===== src/rtl/if_id_buffer.sv =====
// IF->ID pipeline register: 2-entry skid buffer with valid/ready handshake,
// flush for wrong-path fetches and a saturating bubble counter.
module if_id_buffer #(
    parameter int unsigned XLEN      = 32,
    parameter int unsigned CNT_W     = 16,
    parameter logic [31:0] NOP_INSTR = 32'h00000013
) (
    input  logic             clk,
    input  logic             rst,
    input  logic             flush,
    input  logic             in_valid,
    output logic             in_ready,
    input  logic [XLEN-1:0]  in_pc,
    input  logic [31:0]      in_instr,
    output logic             out_valid,
    input  logic             out_ready,
    output logic [XLEN-1:0]  out_pc,
    output logic [XLEN-1:0]  out_pc_plus4,
    output logic [31:0]      out_instr,
    output logic [CNT_W-1:0] bubble_count
);

    typedef enum logic [1:0] {
        StEmpty = 2'd0,
        StOne   = 2'd1,
        StTwo   = 2'd2
    } state_e;

    localparam logic [CNT_W-1:0] CntMax = '1;

    state_e           r_state;
    state_e           w_state_d;
    logic [XLEN-1:0]  r_main_pc;
    logic [31:0]      r_main_instr;
    logic [XLEN-1:0]  r_skid_pc;
    logic [31:0]      r_skid_instr;
    logic [CNT_W-1:0] r_bubble_cnt;

    logic w_in_fire;
    logic w_out_fire;
    logic w_load_main_in;
    logic w_load_main_skid;
    logic w_load_skid;

    // Handshake status depends on the state register only, so a decode
    // stall never reaches fetch combinationally.
    always_comb begin
        in_ready   = (r_state != StTwo);
        out_valid  = (r_state != StEmpty);
        w_in_fire  = in_valid & in_ready;
        w_out_fire = out_valid & out_ready;
    end

    // State register.
    always_ff @(posedge clk) begin
        if (!rst) begin
            r_state <= StEmpty;
        end else begin
            r_state <= w_state_d;
        end
    end

    // Next-state and storage-load decode; flush overrides every handshake.
    always_comb begin
        w_state_d        = r_state;
        w_load_main_in   = 1'b0;
        w_load_main_skid = 1'b0;
        w_load_skid      = 1'b0;
        if (flush) begin
            w_state_d = StEmpty;
        end else begin
            case (r_state)
                StEmpty: begin
                    if (w_in_fire) begin
                        w_state_d      = StOne;
                        w_load_main_in = 1'b1;
                    end
                end
                StOne: begin
                    if (w_in_fire && w_out_fire) begin
                        w_load_main_in = 1'b1;
                    end else if (w_in_fire) begin
                        w_state_d   = StTwo;
                        w_load_skid = 1'b1;
                    end else if (w_out_fire) begin
                        w_state_d = StEmpty;
                    end
                end
                StTwo: begin
                    if (w_out_fire) begin
                        w_state_d        = StOne;
                        w_load_main_skid = 1'b1;
                    end
                end
                default: w_state_d = StEmpty;
            endcase
        end
    end

    // Main and skid entry storage.
    always_ff @(posedge clk) begin
        if (!rst) begin
            r_main_pc    <= '0;
            r_main_instr <= NOP_INSTR;
            r_skid_pc    <= '0;
            r_skid_instr <= NOP_INSTR;
        end else begin
            if (w_load_main_in) begin
                r_main_pc    <= in_pc;
                r_main_instr <= in_instr;
            end else if (w_load_main_skid) begin
                r_main_pc    <= r_skid_pc;
                r_main_instr <= r_skid_instr;
            end
            if (w_load_skid) begin
                r_skid_pc    <= in_pc;
                r_skid_instr <= in_instr;
            end
        end
    end

    // Saturating count of cycles where decode was ready but starved.
    always_ff @(posedge clk) begin
        if (!rst) begin
            r_bubble_cnt <= '0;
        end else if (out_ready && !out_valid && !flush && (r_bubble_cnt != CntMax)) begin
            r_bubble_cnt <= r_bubble_cnt + CNT_W'(1);
        end
    end

    // Output presentation; an empty buffer shows a NOP at PC 0.
    always_comb begin
        out_pc       = out_valid ? r_main_pc : '0;
        out_instr    = out_valid ? r_main_instr : NOP_INSTR;
        out_pc_plus4 = out_pc + XLEN'(4);
        bubble_count = r_bubble_cnt;
    end

endmodule

===== config.mk =====
export PLATFORM = sky130hd
export DESIGN_NAME = if_id_buffer
export DESIGN_NICKNAME = d
export VERILOG_FILES = /design/src/rtl/if_id_buffer.sv
export SDC_FILE = /design/constraint.sdc
export NUM_CORES = 1
export LEC_CHECK = 0
export CAP_MARGIN = 30
export CORE_UTILIZATION = 40
export DETAILED_ROUTE_END_ITERATION = 12
export DONT_BUFFER_PORTS = 1
export MAX_ROUTING_LAYER = met4
export SLEW_MARGIN = 20
export SYNTH_ARGS = -nofsm -noshare
export SYNTH_HDL_FRONTEND = slang
export SYNTH_SLANG_ARGS = --single-unit

===== constraint.sdc =====
create_clock -name clk -period 5.04 [get_ports clk]
set_input_delay 1.26 -clock clk [delete_from_list [all_inputs] [get_ports clk]]
set_output_delay 1.26 -clock clk [all_outputs]
set_load 0.02 [all_outputs]

## Word level (Yosys, flattened, before mapping)

Index checks and enable logic that the tools add are counted.

- Register bits: 146
- Input port bits: 69
- Output and inout port bits: 114
- Word-level logic and storage cells: 52

- $add $sub $neg: 2
- Equal/unequal tests: 8
- Muxes and demuxes: 22
- Bitwise logic cells: 3
- Reductions and logical operators: 11

Operators by type and width:

| cell | count |
|---|---|
| $mux W32 | 6 |
| $add A32 B3 Y32 const B | 1 |
| $add A16 B1 Y16 const B | 1 |
| $ne A16 B16 Y1 const B | 1 |
| $mux W2 | 5 |
| $mux W1 | 9 |
| $ne A2 B2 Y1 const B | 4 |
| $pmux W2 S3 | 1 |
| $logic_and A1 B1 Y1 | 4 |
| $reduce_and A4 Y1 | 1 |
| $reduce_bool A2 Y1 | 2 |
| $ne A3 B3 Y1 const B | 1 |
| $and A1 B1 Y1 | 2 |
| $eq A2 B1 Y1 const B | 1 |
| $eq A2 B2 Y1 const B | 1 |
| $logic_not A1 Y1 | 2 |
| $logic_not A2 Y1 | 1 |
| $pmux W1 S2 | 1 |
| $reduce_or A2 Y1 | 1 |
| $not A1 Y1 | 1 |

## Longest topological paths before layout

- Word-level depth: 7
- Depth in mapped cells: 10
- Mapped depth without buffers: 8

## Worst setup path before layout

Ideal clock, no wire load.

- Kind: reg-to-output
- Start point: register r_state[1]
- End point: output port out_pc_plus4[30]
- Arrival: 3054 ps
- Required time: 3780 ps
- Setup slack: 726 ps
- Cell stages (with the launch flop): 11
- Path buffers: 2
- Cell sequence: dfxtp_1 > nor2_2 > inv_1 > clkbuf_1 > clkbuf_1 > and2_1 > ha_1 > nand4_1 > nor4_1 > nand4_1 > xnor2_1

- Longest elaborated chain between the ends: 3

Ends and longest elaborated chain:

| what | line | text |
|---|---|---|
| from (decl) | 31 | `state_e r_state;` |
| from (signal assigned) | 57 | `r_state <= StEmpty;` |
| from (signal assigned) | 59 | `r_state <= w_state_d;` |
| $reduce_bool A2 Y1 | 49 | `out_valid = (r_state != StEmpty);` |
| named net out_valid | 15 | `output logic out_valid,` |
| $mux W32 | 133 | `out_pc = out_valid ? r_main_pc : '0;` |
| named net out_pc[3] | 17 | `output logic [XLEN-1:0] out_pc,` |
| $add A32 B3 Y32 | 135 | `out_pc_plus4 = out_pc + XLEN'(4);` |
| to (decl) | 18 | `output logic [XLEN-1:0] out_pc_plus4,` |

The timed path passes the listed nets, and every way through them passes these cells.

## Worst setup path after layout

Ends and elaborated chain as after synthesis.

==> impl_results.html <==
<table>
<tr><th>Metric</th><th>Value</th></tr>
<tr><th colspan="2">Outcome</th></tr>
<tr><td>Run status</td><td>finished, final reports clean</td></tr>
<tr><th colspan="2">Finish</th></tr>
<tr><td>Post-route cell area</td><td>7940 um2</td></tr>
<tr><td>Net count of the finished layout</td><td>910</td></tr>
<tr><td>Leading cell type in the layout, fill and taps excluded</td><td>nand2_1</td></tr>
<tr><td>Count of antenna diodes in the layout</td><td>0</td></tr>
<tr><td>Area added between synthesis and finish</td><td>11.6%</td></tr>
<tr><td>Highest-count cells in the layout ignoring fill and taps</td><td>nand2_1 (162), dfxtp_1 (146), a21oi_1 (71)</td></tr>
<tr><td>Ratio of cells with drive above 1 in the final layout</td><td>7.87%</td></tr>
<tr><td>Final Core Density</td><td>45.8%</td></tr>
<tr><td>Fillcell total</td><td>1744</td></tr>
<tr><th colspan="2">Clock tree</th></tr>
<tr><td>Insertion delay of the later-clocked pin in the worst-skew pair</td><td>0.42 ns</td></tr>
<tr><td>Buffer levels on the longest clock path</td><td>2</td></tr>
<tr><td>TritonCTS clock tree</td><td>built</td></tr>
<tr><td>Number of gates given a new drive strength after cts</td><td>0</td></tr>
<tr><td>Cts-stage hold buffer count</td><td>0</td></tr>
<tr><td>Number of sinks handled by clock tree synthesis</td><td>146</td></tr>
<tr><td>Total number of H-tree levels</td><td>4</td></tr>
<tr><td>CTS clk-pin slew, worst paths</td><td>0.06 ns</td></tr>
<tr><td>Inserted Clock Buffers</td><td>17</td></tr>
<tr><td>Root buffer cell</td><td>clkbuf_16</td></tr>
<tr><td>Post-CTS setup buffer count</td><td>0</td></tr>
<tr><th colspan="2">Die</th></tr>
<tr><td>Number of core rows</td><td>48</td></tr>
<tr><td>Placeable core area</td><td>17400 um2</td></tr>
<tr><td>Die Span X</td><td>135 um</td></tr>
<tr><td>Total die area</td><td>18300 um2</td></tr>
<tr><td>Die span in y</td><td>135 um</td></tr>
<tr><td>Starting utilization of the core area</td><td>41.0%</td></tr>
<tr><td>Number of top-level design ports</td><td>183</td></tr>
<tr><th colspan="2">Worst setup path</th></tr>
<tr><td>Startpoint kind of the worst setup timing path</td><td>flip-flop</td></tr>
<tr><td>Critical path arrival</td><td>3.52 ns</td></tr>
<tr><td>Ordered cell list for the critical path</td><td>nor2_2, inv_2, and2_1, ha_1, nand4_1, nor4_1, nand4_1, xnor2_1, buf_4</td></tr>
<tr><td>Kind of critical path</td><td>flip-flop to output pin</td></tr>
<tr><td>Endpoint required time on the critical path</td><td>3.78 ns</td></tr>
<tr><td>Reg-to-reg critical path startpoint</td><td>r_state[0]</td></tr>
<tr><td>Cell type group with the largest total delay on the critical path</td><td>simple AND/OR/NAND/NOR gates</td></tr>
<tr><td>Capturing point of the worst reg2reg path</td><td>r_main_pc[24]</td></tr>
<tr><td>Most common cell type on the critical path</td><td>nand4_1</td></tr>
<tr><td>Type of destination of the critical path</td><td>output pin</td></tr>
<tr><td>Stage delay of the slowest cell on the critical path</td><td>0.82 ns</td></tr>
<tr><td>Bufs and invs on worst path</td><td>2</td></tr>
<tr><td>Critical Path Stages</td><td>9</td></tr>
<tr><td>Critical path capture point</td><td>out_pc_plus4[30]</td></tr>
<tr><td>Crit-path max FO</td><td>19</td></tr>
<tr><td>R2R cell count</td><td>6</td></tr>
<tr><td>Reg-to-reg setup timing slack</td><td>2.68 ns</td></tr>
<tr><td>Crit. Startpoint</td><td>r_state[1]</td></tr>
<tr><td>CP max stage cell</td><td>nor4_1</td></tr>
<tr><th colspan="2">Placement</th></tr>
<tr><td>Placed Area</td><td>7300 um2</td></tr>
<tr><td>Half-perimeter wire length after detailed placement</td><td>12200 um</td></tr>
<tr><td>Port Buffer Count</td><td>0</td></tr>
<tr><td>Final Wtd Congestion</td><td>0.774</td></tr>
<tr><td>Post-place setup slack</td><td>0.701 ns</td></tr>
<tr><th colspan="2">Power</th></tr>
<tr><td>Power density over cell area</td><td>349 nW/um2</td></tr>
<tr><td>Switching Power</td><td>633 uW</td></tr>
<tr><td>Share of power burned in combinational logic</td><td>6.3%</td></tr>
<tr><td>Internal power</td><td>2140 uW</td></tr>
<tr><td>Peak supply drop</td><td>0.220 mV</td></tr>
<tr><td>Share of power burned in the clock network</td><td>49.1%</td></tr>
<tr><td>Leakage power</td><td>0.00269 uW</td></tr>
<tr><td>Fraction of power consumed by sequential logic</td><td>44.5%</td></tr>
<tr><td>Net Sw Frac</td><td>22.8%</td></tr>
<tr><th colspan="2">GRT</th></tr>
<tr><td>Pin count of the biggest net entering global routing</td><td>71</td></tr>
<tr><td>First-pass GRT wire length</td><td>30000 um</td></tr>
<tr><td>GRT Resource Usage Total</td><td>21.6%</td></tr>
<tr><td>Initial antenna violation count</td><td>0</td></tr>
<tr><td>Grt ovf</td><td>0</td></tr>
<tr><td>Via count of the first global-routing pass</td><td>5568</td></tr>
<tr><th colspan="2">Synth</th></tr>
<tr><td>Cell area after synthesis</td><td>7120 um2</td></tr>
<tr><td>Average size of a mapped cell</td><td>8.23 um2</td></tr>
<tr><td>Flop and latch count out of synthesis</td><td>146</td></tr>
<tr><td>Gate Count Post-Synth</td><td>865</td></tr>
<tr><td>Sequential element share of the synthesized area</td><td>41.1%</td></tr>
<tr><td>YS warnings</td><td>0</td></tr>
<tr><td>Count of different cell masters after synthesis</td><td>52</td></tr>
<tr><td>Synthesized net count</td><td>936</td></tr>
<tr><th colspan="2">Timing</th></tr>
<tr><td>Pin slew with the least headroom to its limit</td><td>0.869 ns</td></tr>
<tr><td>Max-slew headroom at the worst pin</td><td>41.5%</td></tr>
<tr><td>Setup tns final</td><td>0 ns</td></tr>
<tr><td>Max-slew violation count</td><td>0</td></tr>
<tr><td>Hold Fails Final Rpt</td><td>0</td></tr>
<tr><td>Setup ws final</td><td>0.257 ns</td></tr>
<tr><td>Fmax</td><td>209 MHz</td></tr>
<tr><td>Unrepaired setup endpoints after global routing</td><td>false</td></tr>
<tr><td>Largest clock skew in the final design</td><td>0.0137 ns</td></tr>
<tr><td>Final count of negative-setup-slack endpoints</td><td>0</td></tr>
<tr><td>Fin crit share</td><td>94.9%</td></tr>
<tr><td>Final critical path time including I/O delays and setup</td><td>4.78 ns</td></tr>
<tr><th colspan="2">Detailed routing</th></tr>
<tr><td>Average vias per placed instance</td><td>5.52</td></tr>
<tr><td>Via count</td><td>5942</td></tr>
<tr><td>Remaining design rule violation count</td><td>0</td></tr>
<tr><td>Drt wl/cell</td><td>17.5 um</td></tr>
<tr><td>Routed Wire Length</td><td>18800 um</td></tr>
<tr><td>Number of nets with antenna violations after routing</td><td>0</td></tr>
<tr><td>DR iter-0 viols</td><td>361</td></tr>
<tr><td>First-pass detailed-route iteration total</td><td>5</td></tr>
<tr><th colspan="2">Job</th></tr>
<tr><td>Max-capacitance violation count</td><td>0</td></tr>
<tr><th colspan="2">Hold path</th></tr>
<tr><td>Class of the most critical hold timing path</td><td>flip-flop to flip-flop</td></tr>
</table>
## area by class of cell
| cell class | count | area, um2 | share of cell area, % |
|---|---|---|---|
| Inverter | 12 | 47.5 | 0.599 |
| Clock buffer | 23 | 488 | 6.14 |
| Tap cell | 225 | 282 | 3.54 |
| Multi-Input combinational cell | 642 | 3880 | 48.9 |
| Sequential cell | 146 | 2920 | 36.8 |
| Clock inverter | 8 | 150 | 1.89 |
| Timing Repair Buffer | 20 | 170 | 2.14 |
## synthesized netlist by cell type (all sizes together)
library cell	instances	share of area (%)
a2111oi	1	0.12
a211oi	63	6.6
a21oi	71	5.0
a221o	3	0.42
and2	56	4.9
and3	5	0.44
and4	2	0.25
buf	27	2.2
clkbuf	38	2.0
dfxtp	146	41
ha	2	0.35
inv	12	0.63
mux2i	69	9.7
nand2	165	8.7
nand2b	12	1.1
nand3	18	1.3
nand4	15	1.6
nand4b	1	0.12
nor2	70	3.7
nor2b	2	0.18
nor3	13	0.98
nor3b	1	0.11
nor4	15	1.5
nor4b	2	0.46
nor4bb	1	0.14
o2111a	1	0.16
o2111ai	1	0.12
o211a	2	0.28
o211ai	2	0.21
o21ai	5	0.35
o22a	1	0.12
o311ai	1	0.12
o31ai	3	0.32
o41a	1	0.16
o41ai	1	0.12
or2	2	0.18
or3	2	0.18
or4	5	0.53
or4b	1	0.14
xnor2	12	1.5
xor2	15	1.8
## routing by layer
| layer | vias to the layer above | part of all wire, % | track usage (%) |
|---|---|---|---|
| li1 | 2944 | - | - |
| met1 | 2819 | 47 | 27.9 |
| met2 | 160 | 45 | 32.1 |
| met3 | 19 | 6.7 | 6.92 |
| met4 | 0 | 1.3 | 6.05 |
| met5 | - | 0 | - |
## worst min path at each step
stage	from	end	cells after the start
final	r_skid_pc[6]	r_skid_pc[6]	2
after floorplan	r_skid_instr[10]	r_skid_instr[10]	2
after CTS	r_skid_pc[29]	r_skid_pc[29]	2
after global routing	r_skid_pc[21]	r_skid_pc[21]	2
after global placement	r_skid_pc[21]	r_skid_pc[21]	2
after detailed placement	r_skid_pc[29]	r_skid_pc[29]	2
## stage by stage
step,hold slack (ns),instances,power (uW)
finish,0.450,1076,2770
global route,0.472,1076,2880
floorplan,0.436,865,1390
CTS,0.455,1076,2810
global placement,0.442,1044,1430
detailed placement,0.446,1045,1430
## power by group through the flow
| stage | clock (uW) | sequential, uW | combinational [uW] |
|---|---|---|---|
| global route | 1440 | 1240 | 195 |
| finish | 1360 | 1230 | 176 |
| floorplan | 0 | 1250 | 148 |
| detailed placement | 0 | 1260 | 176 |
| CTS | 1400 | 1230 | 177 |
| global placement | 0 | 1260 | 172 |
## cell families (layout without fill, tap and decap cells)
| group | after synthesis | after routing | share of synthesized area [%] |
|---|---|---|---|
| buffers and inverters | 77 | 63 | 4.82 |
| XOR/XNOR | 27 | 27 | 3.32 |
| adder cells (fa/ha/maj) | 2 | 2 | 0.352 |
| multiplexers | 69 | 69 | 9.71 |
| AND/OR/NAND/NOR | 388 | 388 | 26.6 |
| flip-flops | 146 | 146 | 41.1 |
| AO/OA/AOI/OAI | 156 | 156 | 14.2 |
## tightest hold or removal path: stages, from the launching register on
cell	delay, ns
dfxtp_1	0.30
nand2_1	0.05
a21oi_1	0.05
## state kept, by name, summed over array words and instances (netlist names)
| name | count |
|---|---|
| r_main_instr | 32 |
| r_main_pc | 32 |
| r_skid_instr | 32 |
| r_skid_pc | 32 |
| bubble_count | 16 |
| r_state | 2 |
(Power assumes the default switching activity.)
